<file path="config.mk">
export PLATFORM = sky130hd
export DESIGN_NAME = mem_port_initiator
export DESIGN_NICKNAME = d
export VERILOG_FILES = /design/src/rtl/mem_port_initiator.sv
export SDC_FILE = /design/constraint.sdc
export NUM_CORES = 1
export LEC_CHECK = 0
export BUFFER_PORTS_ARGS = -buffer_cell sky130_fd_sc_hd__buf_2
export CORE_ASPECT_RATIO = 0.9
export CORE_MARGIN = 5
export CORE_UTILIZATION = 43
export CTS_CLUSTER_DIAMETER = 100
export CTS_CLUSTER_SIZE = 12
export DETAILED_ROUTE_END_ITERATION = 10
export PLACE_DENSITY = 0.73
export SYNTH_ARGS = -nofsm -noshare
export SYNTH_HDL_FRONTEND = slang
export SYNTH_SLANG_ARGS = --single-unit
</file>
<file path="constraint.sdc">
create_clock -name clk -period 1.5 [get_ports clk]
set_input_delay 0.075 -clock clk [delete_from_list [all_inputs] [get_ports clk]]
set_output_delay 0.075 -clock clk [all_outputs]
set_load 0.01 [all_outputs]
</file>
<file path="src/rtl/mem_port_initiator.sv">
// Single-outstanding load/store initiator for the shared word-wide memory port (byte/half/word lanes, load extension).
// Optional MEM_RD_BYTE_SWAP_EN: byte-reverse read data before lane selection for big-endian packed responders.
module mem_port_initiator #(
    parameter int ADDR_W = 32
) (
    input  logic              clk,
    input  logic              rst,
    input  logic              i_req_valid,
    output logic              o_req_ready,
    input  logic              i_req_we,
    input  logic [ADDR_W-1:0] i_req_addr,
    input  logic [1:0]        i_req_size,
    input  logic              i_req_unsigned,
    input  logic [31:0]       i_req_wdata,
    output logic              o_rsp_valid,
    input  logic              i_rsp_ready,
    output logic [31:0]       o_rsp_rdata,
    output logic              o_rsp_err,
    output logic [ADDR_W-1:0] o_mem_addr,
    output logic [31:0]       o_mem_wr_data,
    output logic [3:0]        o_mem_wr_en,
    output logic              o_mem_rd_en,
    input  logic [31:0]       i_mem_rd_data
);

    typedef enum logic [2:0] {
        IDLE     = 3'd0,
        ISSUE_WR = 3'd1,
        ISSUE_RD = 3'd2,
        CAPTURE  = 3'd3,
        RESP     = 3'd4
    } state_t;

    state_t            state_q, state_d;
    logic              accept;
    logic              misaligned;
    logic [3:0]        be_d, be_q;
    logic [31:0]       wdata_d, wr_data_q;
    logic [ADDR_W-1:0] mem_addr_q;
    logic [1:0]        lane_q, size_q;
    logic              unsigned_q;
    logic [31:0]       rd_word, rdata_d, rdata_q;
    logic              err_q;
    logic [7:0]        rd_byte;
    logic [15:0]       rd_half;

    assign accept = i_req_valid && o_req_ready;

    // Request decode: byte enables, lane-replicated store data, alignment check
    always_comb begin
        misaligned = 1'b0;
        be_d       = 4'b0000;
        wdata_d    = i_req_wdata;
        case (i_req_size)
            2'b00: begin
                be_d    = 4'b0001 << i_req_addr[1:0];
                wdata_d = {4{i_req_wdata[7:0]}};
            end
            2'b01: begin
                misaligned = i_req_addr[0];
                be_d       = i_req_addr[1] ? 4'b1100 : 4'b0011;
                wdata_d    = {2{i_req_wdata[15:0]}};
            end
            2'b10: begin
                misaligned = |i_req_addr[1:0];
                be_d       = 4'b1111;
            end
            default: misaligned = 1'b1;
        endcase
    end

    always_ff @(posedge clk) begin
        if (rst) begin
            state_q <= IDLE;
        end else begin
            state_q <= state_d;
        end
    end

    always_comb begin
        state_d = state_q;
        case (state_q)
            IDLE: begin
                if (accept) begin
                    if (misaligned)    state_d = RESP;
                    else if (i_req_we) state_d = ISSUE_WR;
                    else               state_d = ISSUE_RD;
                end
            end
            ISSUE_WR: state_d = RESP;
            ISSUE_RD: state_d = CAPTURE;
            CAPTURE:  state_d = RESP;
            RESP:     if (i_rsp_ready) state_d = IDLE;
            default:  state_d = IDLE;
        endcase
    end

    always_comb begin
        o_req_ready = (state_q == IDLE) && !rst;
        o_rsp_valid = (state_q == RESP);
        o_mem_wr_en = (state_q == ISSUE_WR) ? be_q : 4'b0000;
        o_mem_rd_en = (state_q == ISSUE_RD);
    end

`ifdef MEM_RD_BYTE_SWAP_EN
    assign rd_word = {i_mem_rd_data[7:0], i_mem_rd_data[15:8],
                      i_mem_rd_data[23:16], i_mem_rd_data[31:24]};
`else
    assign rd_word = i_mem_rd_data;
`endif

    assign rd_byte = rd_word[{lane_q, 3'b000} +: 8];
    assign rd_half = lane_q[1] ? rd_word[31:16] : rd_word[15:0];

    always_comb begin
        rdata_d = rd_word;
        case (size_q)
            2'b00:   rdata_d = {{24{~unsigned_q & rd_byte[7]}}, rd_byte};
            2'b01:   rdata_d = {{16{~unsigned_q & rd_half[15]}}, rd_half};
            default: rdata_d = rd_word;
        endcase
    end

    // Response data clears at accept so stores and errors report zero
    always_ff @(posedge clk) begin
        if (rst) begin
            lane_q     <= 2'b00;
            size_q     <= 2'b00;
            unsigned_q <= 1'b0;
            be_q       <= 4'b0000;
            mem_addr_q <= '0;
            wr_data_q  <= 32'h0;
            rdata_q    <= 32'h0;
            err_q      <= 1'b0;
        end else if (accept) begin
            lane_q     <= i_req_addr[1:0];
            size_q     <= i_req_size;
            unsigned_q <= i_req_unsigned;
            be_q       <= be_d;
            mem_addr_q <= {i_req_addr[ADDR_W-1:2], 2'b00};
            wr_data_q  <= wdata_d;
            rdata_q    <= 32'h0;
            err_q      <= misaligned;
        end else if (state_q == CAPTURE) begin
            rdata_q    <= rdata_d;
        end
    end

    assign o_mem_addr    = mem_addr_q;
    assign o_mem_wr_data = wr_data_q;
    assign o_rsp_rdata   = rdata_q;
    assign o_rsp_err     = err_q;

endmodule

</file>
==> results of run 1 <==
-- cells in the mapped netlist (all sizes together) --
| master | number | area, um^2 |
|---|---|---|
| nand2b | 3 | 18.77 |
| or3 | 3 | 20.02 |
| dfxtp | 107 | 2142 |
| nand2 | 116 | 435.4 |
| o22ai | 3 | 18.77 |
| buf | 16 | 106.3 |
| inv | 6 | 22.52 |
| o21ai | 32 | 160.2 |
| and3 | 1 | 6.260 |
| a31oi | 1 | 6.260 |
| o21ba | 1 | 10.01 |
| nor3 | 3 | 15.01 |
| a211oi | 7 | 57.55 |
| and3b | 1 | 8.760 |
| o21bai | 1 | 7.510 |
| o211ai | 9 | 67.56 |
| o31ai | 2 | 15.01 |
| or2 | 1 | 6.260 |
| dlymetal6s2s | 1 | 12.51 |
| mux2i | 26 | 260.3 |
| nor2 | 30 | 112.6 |
| clkbuf | 29 | 112.6 |
| or3b | 1 | 8.760 |
| a22oi | 7 | 52.55 |
| nor3b | 2 | 15.01 |
| and4 | 1 | 8.760 |
| mux2 | 14 | 157.7 |
| o311ai | 1 | 8.760 |
| nand3b | 50 | 375.4 |
| a21oi | 32 | 163.9 |
| and2 | 6 | 40.04 |
| nor2b | 1 | 6.260 |
| conb | 1 | 3.750 |
| a221o | 16 | 167.7 |
| a311oi | 8 | 70.07 |
-- metrics by stage --
step | cell area (um^2) | setup TNS (ns)
global route | 6933 | -0.1082
detailed placement | 5934 | -3.099
CTS | 6840 | 0
finish | 6933 | 0
global placement | 5934 | -2.080
floorplan | 4735 | -1.542
-- layout by cell type (no fill, tap or decap), types with 3 or more instances in the layout --
cell | netlist | routed
buf_2 | 7 | 205
nand2_1 | 116 | 116
dfxtp_1 | 107 | 102
dlygate4sd3_1 | 0 | 56
nand3b_1 | 50 | 50
o21ai_0 | 32 | 32
a21oi_1 | 31 | 31
nor2_1 | 30 | 29
mux2i_1 | 26 | 24
buf_4 | 3 | 21
mux2_2 | 14 | 14
a221o_1 | 10 | 10
o211ai_1 | 9 | 9
clkbuf_16 | 0 | 9
a311oi_1 | 8 | 8
a22oi_1 | 7 | 7
a221o_2 | 6 | 6
a211oi_1 | 6 | 6
inv_1 | 5 | 5
and2_1 | 5 | 4
buf_12 | 0 | 4
dfxtp_2 | 0 | 3
-- registers in the layout, summed over array words and instances, names as in the netlist --
signal / cells
state_q: 3
o_rsp_err: 1
lane_q: 2
o_mem_wr_data: 32
size_q: 2
o_rsp_rdata: 32
unsigned_q: 1
be_q: 4
o_mem_addr: 30
-- routing by layer --
metal,part of all wire,global-route usage,vias up
met2,0.48,0.4023,246
met4,0.024,0.09385,0
met1,0.39,0.2679,2345
met3,0.096,0.07210,36
met5,0,0,-
li1,-,-,2403
-- where the power goes --
group	switching (W)	total, W	internal [W]
logic	0.000708	0.00136	0.000652
registers	0.000107	0.00313	0.00302
clock network	0.00107	0.00253	0.00146
total	0.00188	0.00701	0.00513
-- path summary, 6_finish.rpt --
path	start	to	slack, ns	cells after the start
min reg2reg	be_q[0]	be_q[0]	0.44	2
max reg2reg	state_q[2]	o_rsp_rdata[19]	0.02	4
max	state_q[2]	o_rsp_rdata[19]	0.02	4
min	i_req_wdata[11]	o_mem_wr_data[11]	0.02	3
-- logic make-up after synthesis --
logic type	count (synthesis)
flip-flops	107
buffers and inverters	52
AO/OA/AOI/OAI	120
AND/OR/NAND/NOR	219
multiplexers	40
other	1
-- layout make-up --
cell class	instances	area share
repair buffers	289	0.2685
clock inverters	6	0.01299
clock buffers	9	0.03249
multi-input cells	383	0.3481
well taps	133	0.02400
flip-flops and latches	107	0.3106
inverters	6	0.003249
-- worst max-delay path: stages (launching register included) --
cell,delay (ns)
dfxtp_4,0.36
nand2b_4,0.15
or2_4,0.26
and2_4,0.21
a221o_2,0.39
-- repair_timing --
item	in CTS	in global routing
endpoints found under the hold margin	56	0
pin swaps	1	4
endpoints found under the setup margin	25	38
hold buffers	56	0
setup buffers	0	1
gates resized for setup	11	15
cloned	0	2
==> metrics.md, run 1 <==
| Metric | Value |
|---|---|
| Synth Area in Compound Gates | 0.1714 |
| Number of placed cells counting well taps | 859 |
| Area used by multi-input combinational logic | 2414 um^2 |
| Number of fillers in the final layout | 844 |
| Mux share of post-synthesis cell area | 0.08890 |
| Mapped Cells | 539 |
| Avg WL per Cell | 16.91 um |
| FMAX | 677.0 MHz |
| Post-synthesis register bit count | 107 |
| Gpl congestion | 0.8587 |
| Synth Cell Area | 4701 um^2 |
| Antenna Nets Post-Route | 0 |
| CTS Root Cell | clkbuf_16 |
| Core Box Area | 10770 um^2 |
| Sequential area share after synthesis | 0.4557 |
| Post-Synth XOR/XNOR Area | 0 |
| Die H | 109.2 um |
| Diode count | 0 |
| Power per cell area | 1011 nW/um^2 |
| DP Worst Slack | -0.1936 ns |
| Post-synthesis adder-cell area fraction | 0 |
| Area growth syn-to-layout | 47.48% |
| Final Non-Filler Cells | 933 |
| Final hold slack | 0.02416 ns |
| Synth cell types | 46 |
| CTS tree | done |
| Hold WC Path Type | in -> reg |
| CP Data Required Time | 1.74 ns |
| Die ar. | 13130 um^2 |
| Setup violations, final | 0 |
| Syn_area_per_cell | 8.721 um^2 |
| Least-Margin Pin Slew | 0.6109 ns |
| Vias per inst | 5.391 |
| Std-Cell Rows | 36 |
| Final Core Density | 0.6440 |
| DR DRC count | 0 |
| I/O pin cnt | 208 |
| Initial Util | 0.4367 |
| Startpoint Class | flip-flop |
| Register area | 2153 um^2 |
| Port bufs | 205 |
| Initial antenna violation count | 0 |
| Vias | 5030 |
| Largest net degree at the start of global routing | 68 |
| Worst-path clk slew | 0.07 ns |
| Fin. Hold Viols | 0 |
| HPWL Detailed | 10670 um |
| Number of global-route vias before repair | 5018 |
| Largest family of logic cells by synthesized area | simple AND/OR/NAND/NOR gates |
| Final Max Tran Viols | 0 |
| Iter 0 DRT Violations | 288 |
| Slew margin rel. | 0.5927 |
| WP data arrival | 1.71 ns |
| Final Worst Setup Slack | 0.02295 ns |
| Crit Path Max Fanout | 8 |
| Nets | 900 |
| Total power | 0.007012 W |
| Unrepaired setup endpoints after global routing | yes |
| Crit path capture type | flip-flop |
| Layout cells sized above 1 | 0.3675 |
| Clock Tree Buf Depth | 2 |
| Fin Clk Skew | 0.008669 ns |
| Synth Area in Simple Gates | 0.2292 |
| CTS Sinks | 107 |
| CTS HTree Levels | 3 |
| Inserted Clock Buffers | 9 |
| Outcome | finished, final reports clean |
| First-pass GRT wire length | 24470 um |
| Clk Latency, worst-skew pair | 0.35 ns |
| Lkg Pwr | 3.342 nW |
| Yosys warns | 0 |
| Drt total wl | 15780 um |
| Die X | 120.2 um |
| Overall routing resource usage | 0.2317 |
| Post-layout min period | 1.477 ns |
| Global route overflow | 0 |
| Drt pass-1 iters | 5 |
| Setup CP Type | reg -> reg |
| Total of max-cap violations | 0 |
| Period utilisation layout | 0.9847 |
| Max VDD drop | 0.7206 mV |
Power figures use the tool's default switching activity.
==> run 2: changes to the inputs <==
--- a/config.mk
+++ b/config.mk
@@ -8,11 +8,11 @@
 export BUFFER_PORTS_ARGS = -buffer_cell sky130_fd_sc_hd__buf_2
 export CORE_ASPECT_RATIO = 0.9
 export CORE_MARGIN = 5
-export CORE_UTILIZATION = 43
+export CORE_UTILIZATION = 39
 export CTS_CLUSTER_DIAMETER = 100
 export CTS_CLUSTER_SIZE = 12
 export DETAILED_ROUTE_END_ITERATION = 10
-export PLACE_DENSITY = 0.73
+export PLACE_DENSITY = 0.67
 export SYNTH_ARGS = -nofsm -noshare
 export SYNTH_HDL_FRONTEND = slang
 export SYNTH_SLANG_ARGS = --single-unit
==> metrics.md, run 2 (synthesized netlist as in run 1, its figures left out) <==
| Metric | Value |
|---|---|
| Outcome | finished, final reports clean (unchanged) |
| Iter 0 DRT Violations | 297 (was 288) |
| Most frequent cells in the layout | buf_2 (205), nand2_1 (116), dfxtp_1 (100) (was buf_2 (205), nand2_1 (116), dfxtp_1 (102)) |
| Core Box Area | 11930 um^2 (was 10770 um^2) |
| DR DRC count | 0 (unchanged) |
| Drt pass-1 iters | 5 (unchanged) |
| Post-layout min period | 1.483 ns (was 1.477 ns) |
| Power per cell area | 1004 nW/um^2 (was 1011 nW/um^2) |
| Fin Clk Skew | 0.008465 ns (was 0.008669 ns) |
| Initial antenna violation count | 0 (unchanged) |
| Port bufs | 205 (unchanged) |
| Final Core Density | 0.5907 (was 0.6440) |
| Total of max-cap violations | 0 (unchanged) |
| Nets | 907 (was 900) |
| Hold-critical path depth | 3 (unchanged) |
| Layout cells sized above 1 | 0.3775 (was 0.3675) |
| Worst reg2reg path startpoint | state_q[1] (was state_q[2]) |
| Hold WC Path Type | in -> reg (unchanged) |
| Final Max Tran Viols | 0 (unchanged) |
| TNS Setup | 0 ns (unchanged) |
| Vias | 4917 (was 5030) |
| Largest net degree at the start of global routing | 68 (unchanged) |
| Clock Tree Buf Depth | 2 (unchanged) |
| Avg WL per Cell | 16.12 um (was 16.91 um) |
| CP Data Required Time | 1.74 ns (about the same) |
| Worst hold start | i_req_wdata[13] (was i_req_wdata[11]) |
| CTS Root Cell | clkbuf_16 (unchanged) |
| Area after DPL | 5958 um^2 (was 5934 um^2) |
| First-pass GRT wire length | 24120 um (was 24470 um) |
| Diode count | 0 (unchanged) |
| Hold EP | o_mem_wr_data[13] (was o_mem_wr_data[11]) |
| CTS Sinks | 107 (unchanged) |
| Crit Path Max Fanout | 8 (unchanged) |
| Max VDD drop | 0.8325 mV (was 0.7206 mV) |
| Reg-to-reg endpoint | o_rsp_rdata[19] (unchanged) |
| Number of global-route vias before repair | 4841 (was 5018) |
| Overall routing resource usage | 0.2050 (was 0.2317) |
| Die X | 125.7 um (was 120.2 um) |
| Period utilisation layout | 0.9890 (was 0.9847) |
| HPWL Detailed | 10300 um (was 10670 um) |
| Clk Latency, worst-skew pair | 0.36 ns (was 0.35 ns) |
| Drt total wl | 15610 um (was 15780 um) |
| Setup CP Type | reg -> reg (unchanged) |
| Vias per inst | 5.080 (was 5.391) |
| Worst-path clk slew | 0.07 ns (about the same) |
| Setup violations, final | 0 (unchanged) |
| Final Instance Area | 7049 um^2 (was 6933 um^2) |
| Die H | 114.2 um (was 109.2 um) |
| Lkg Pwr | 3.371 nW (was 3.342 nW) |
| CTS tree | done (unchanged) |
| Cells on worst reg2reg path | 4 (unchanged) |
| Startpoint Class | flip-flop (unchanged) |
| Area growth syn-to-layout | 49.96% (was 47.48%) |
| FF-to-FF setup slack | 0.02 ns (about the same) |
| Die ar. | 14350 um^2 (was 13130 um^2) |
| Initial Util | 0.3939 (was 0.4367) |
| FMAX | 674.1 MHz (was 677.0 MHz) |
| I/O pin cnt | 208 (unchanged) |
| WP data arrival | 1.73 ns (was 1.71 ns) |
| Gpl congestion | 0.8575 (was 0.8587) |
| Most common cell after layout, fill and taps aside | buf_2 (unchanged) |
| Inserted Clock Buffers | 9 (unchanged) |
| Antenna Nets Post-Route | 0 (unchanged) |
| Crit path capture type | flip-flop (unchanged) |
| CTS HTree Levels | 3 (unchanged) |
| Std-Cell Rows | 38 (was 36) |
| Fin. Hold Viols | 0 (unchanged) |
| Global route overflow | 0 (unchanged) |
==> run 2: cell count changes in the layout (fill, tap and decap cells not counted), sizes merged <==
cell / before / now
clkinv: 2 / 1
clkbuf: 9 / 10
buf: 233 / 235
dlygate4sd3: 56 / 60
clkinvlp: 1 / 3
==> run 2: stage by stage <==
stage	worst slack (ns)	cells	power, W	hold WS (ns)
2_1_floorplan	-0.1154	540	0.003824	0.1740
3_3_place_gp	-0.1566	888	0.004327	0.2568
3_5_place_dp	-0.2113	888	0.004350	0.2620
4_1_cts	0.007392	964	0.007070	0.001355
5_1_grt	-0.01106	968	0.007401	0.006914
6_report	0.01656	968	0.007075	0.01146
==> run 2: worst max-delay path by stage <==
stage                    start               to  slack, ns  cells after the start
global route         size_q[1]  o_rsp_rdata[18]      -0.01                      4
CTS                  lane_q[1]  o_rsp_rdata[14]      0.007                      6
detailed placement   size_q[0]  o_rsp_rdata[19]      -0.21                      4
global placement     size_q[0]  o_rsp_rdata[19]      -0.16                      4
floorplan           state_q[2]  o_rsp_rdata[21]      -0.12                      7
finish              state_q[1]  o_rsp_rdata[19]       0.02                      4
==> run 2: final cells by class <==
| cell class | instances | area, um^2 |
|---|---|---|
| well taps | 160 | 200.2 |
| repair buffers | 296 | 1917 |
| inverters | 6 | 22.52 |
| multi-input cells | 383 | 2429 |
| clock buffers | 9 | 225.2 |
| fillers | 1037 | 4885 |
| flip-flops and latches | 107 | 2156 |
| clock inverters | 7 | 100.1 |
==> run 2: per-layer routing <==
| metal | wire length, um | global-route usage | share of wire |
|---|---|---|---|
| met4 | 241 | 0.05419 | 0.015 |
| met3 | 1182 | 0.08209 | 0.076 |
| met2 | 7690 | 0.3464 | 0.49 |
| met1 | 6491 | 0.2440 | 0.42 |
| met5 | 0 | 0 | 0 |
==> run 2: report_power, final <==
group / switching (W) / leakage, nW / internal [W]
clock: 0.00111 / 0.148 / 0.00147
sequential: 0.000108 / 0.878 / 0.00302
combinational: 0.000697 / 2.34 / 0.000671
==> run 2: worst max-delay path, stage by stage (launching register included) <==
cell	delay [ns]
dfxtp_2	0.42
inv_2	0.08
or2_4	0.28
and2_4	0.20
a221o_2	0.39
==> run 2: what timing repair did <==
action | 4_1_cts | 5_1_grt
endpoints found under the hold margin | 59 | 0
setup endpoints to repair | 17 | 80
setup buffers | 0 | 1
pin swaps | 0 | 5
resized for setup | 7 | 26
hold buffers | 60 | 0
gates cloned | 0 | 3
==> run 3: changes to the inputs <==
--- a/config.mk
+++ b/config.mk
@@ -7,7 +7,7 @@
 export LEC_CHECK = 0
 export BUFFER_PORTS_ARGS = -buffer_cell sky130_fd_sc_hd__buf_2
 export CORE_ASPECT_RATIO = 0.9
-export CORE_MARGIN = 5
+export CORE_MARGIN = 3
 export CORE_UTILIZATION = 39
 export CTS_CLUSTER_DIAMETER = 100
 export CTS_CLUSTER_SIZE = 12
==> metrics.md, run 3 (synthesized netlist as in run 1, its figures left out) <==
| Metric | Value |
|---|---|
| First-pass GRT wire length | 23070 um (was 24120 um) |
| Clock Tree Buf Depth | 2 (unchanged) |
| Diode count | 0 (unchanged) |
| CP Data Required Time | 1.76 ns (was 1.74 ns) |
| Port bufs | 205 (unchanged) |
| Die X | 121.7 um (was 125.7 um) |
| Inserted Clock Buffers | 9 (unchanged) |
| Reg power frac | 0.454 (was 0.442) |
| HPWL Detailed | 10230 um (was 10300 um) |
| Die ar. | 13410 um^2 (was 14350 um^2) |
| Power per cell area | 997.8 nW/um^2 (was 1004 nW/um^2) |
| Post-layout min period | 1.488 ns (was 1.483 ns) |
| Iter 0 DRT Violations | 289 (was 297) |
| Vias | 4928 (was 4917) |
| Worst reg2reg path startpoint | size_q[0] (was state_q[1]) |
| Max VDD drop | 0.7623 mV (was 0.8325 mV) |
| Core Box Area | 11620 um^2 (was 11930 um^2) |
| Drt pass-1 iters | 4 (was 5) |
| Switching Power | 0.001830 W (was 0.001912 W) |
| Clock Power Share | 0.352 (was 0.364) |
| Setup violations, final | 0 (unchanged) |
| Lkg Pwr | 3.317 nW (was 3.371 nW) |
| Global route overflow | 0 (unchanged) |
| Cells on worst reg2reg path | 6 (was 4) |
| Fin Clk Skew | 0.006372 ns (was 0.008465 ns) |
| FF-to-FF setup slack | 0.01 ns (was 0.02 ns) |
| Crit path capture type | flip-flop (unchanged) |
| TNS Setup | 0 ns (unchanged) |
| Vias per inst | 5.160 (was 5.080) |
| Post-CTS Setup Bufs | 0 (unchanged) |
| WP data arrival | 1.75 ns (was 1.73 ns) |
| Overall routing resource usage | 0.2111 (was 0.2050) |
| Slew margin rel. | 0.6029 |
| Setup CP Type | reg -> reg (unchanged) |
| Nets | 898 (was 907) |
| Hold EP | o_mem_wr_data[16] (was o_mem_wr_data[13]) |
| Avg WL per Cell | 15.63 um (was 16.12 um) |
| Reg-to-reg endpoint | o_rsp_rdata[10] (was o_rsp_rdata[19]) |
| Logic pwr share | 0.194 (was 0.193) |
| Hold-critical path depth | 3 (unchanged) |
| Hold WC Path Type | in -> reg (unchanged) |
| DR DRC count | 0 (unchanged) |
| Fin. Hold Viols | 0 (unchanged) |
| Initial Util | 0.4045 (was 0.3939) |
| Gpl congestion | 0.8863 (was 0.8575) |
| FMAX | 672.3 MHz (was 674.1 MHz) |
| Largest net degree at the start of global routing | 68 (unchanged) |
| Worst hold start | i_req_wdata[16] (was i_req_wdata[13]) |
| Initial antenna violation count | 0 (unchanged) |
| Final Max Tran Viols | 0 (unchanged) |
| CTS tree | done (unchanged) |
| Least-Margin Pin Slew | 0.5956 ns |
| Worst Setup SP | size_q[0] (was state_q[1]) |
| Layout cells sized above 1 | 0.3730 (was 0.3775) |
| I/O pin cnt | 208 (unchanged) |
| Period utilisation layout | 0.9917 (was 0.9890) |
| Total of max-cap violations | 0 (unchanged) |
| Drt total wl | 14930 um (was 15610 um) |
| Std-Cell Rows | 37 (was 38) |
| Die H | 110.2 um (was 114.2 um) |
| Unrepaired setup endpoints after global routing | yes |
| Outcome | finished, final reports clean (unchanged) |
| Sw frac | 0.2655 (was 0.2703) |
| CTS HTree Levels | 3 (unchanged) |
| Startpoint Class | flip-flop (unchanged) |
| CTS Sinks | 107 (unchanged) |
| Worst-path clk slew | 0.07 ns (about the same) |
| Clk Latency, worst-skew pair | 0.33 ns (was 0.36 ns) |
| CTS Root Cell | clkbuf_16 (unchanged) |
| Most frequent cells in the layout | buf_2 (205), nand2_1 (116), dfxtp_1 (101) (was buf_2 (205), nand2_1 (116), dfxtp_1 (100)) |
| Antenna Nets Post-Route | 0 (unchanged) |
| Crit Path Max Fanout | 7 (was 8) |
| Area growth syn-to-layout | 46.95% (was 49.96%) |
| Most common cell after layout, fill and taps aside | buf_2 (unchanged) |
| P_int | 0.005063 W (was 0.005163 W) |
| Number of global-route vias before repair | 4784 (was 4841) |
| Final hold slack | 0.02792 ns (was 0.01146 ns) |
## run 3: cell types whose count changed in the layout (fill, tap and decap cells not counted), sizes merged
cell         before  now
dlygate4sd3      60   54
clkbuf           10   13
inv               7    6
buf             235  234
clkinvlp          3    1
and4              2    1
bufinv            2    1
## run 3: power by group through the flow
stage	combinational [W]	clock [W]	sequential [W]
CTS	0.00129	0.00248	0.00312
detailed placement	0.00117	0	0.00318
global route	0.00146	0.00258	0.00315
global placement	0.00115	0	0.00317
finish	0.00134	0.00243	0.00313
floorplan	0.000578	0	0.00325
## run 3: area by class of cell
class	count	area, um^2
Inverter	6	22.52
Sequential cell	107	2155
Tap cell	156	195.2
Timing Repair Buffer	288	1821
Fill cell	1001	4712
Clock inverter	3	46.29
Multi-Input combinational cell	382	2409
Clock buffer	13	260.3
## run 3: layer usage
layer  track usage  part of all wire
met4       0.08160             0.026
met3       0.05357             0.071
met5             0                 0
met1        0.2598              0.42
met2        0.3574              0.48
## run 3: stage by stage
step	power (W)	cell area, um^2	setup slack [ns]	instances	utilization
CTS	0.006897	6824	-0.0003880	954	0.5873
finish	0.006893	6908	0.01250	955	0.5945
floorplan	0.003824	4735	-0.1154	540	-
global placement	0.004323	5953	-0.1382	884	0.5123
detailed placement	0.004352	5953	-0.2295	884	0.5123
global route	0.007194	6908	-0.03115	955	0.5945
## run 3: how the worst max path moves through the flow
| stage | end | slack, ns | cells after the start |
|---|---|---|---|
| global route | o_rsp_rdata[8] | -0.03 | 5 |
| detailed placement | o_rsp_rdata[31] | -0.23 | 4 |
| finish | o_rsp_rdata[10] | 0.01 | 6 |
| floorplan | o_rsp_rdata[21] | -0.12 | 7 |
| CTS | o_rsp_rdata[31] | -0.0004 | 4 |
| global placement | o_rsp_rdata[18] | -0.14 | 4 |
## run 3: worst max-delay path, stage by stage (launching register included)
cell and delay (ns):
dfxtp_2 0.34, or3_4 0.38, buf_4 0.15, o22ai_4 0.15, a211oi_2 0.09, buf_4 0.17, a21oi_1 0.14
## run 3: repair_timing
action                                  in CTS  in global routing
endpoints found under the setup margin      28                 86
endpoints found under the hold margin       54                  0
resized for setup                            9                 20
pin swaps                                    0                  6
gates cloned                                 0                  1
hold buffers                                54                  0
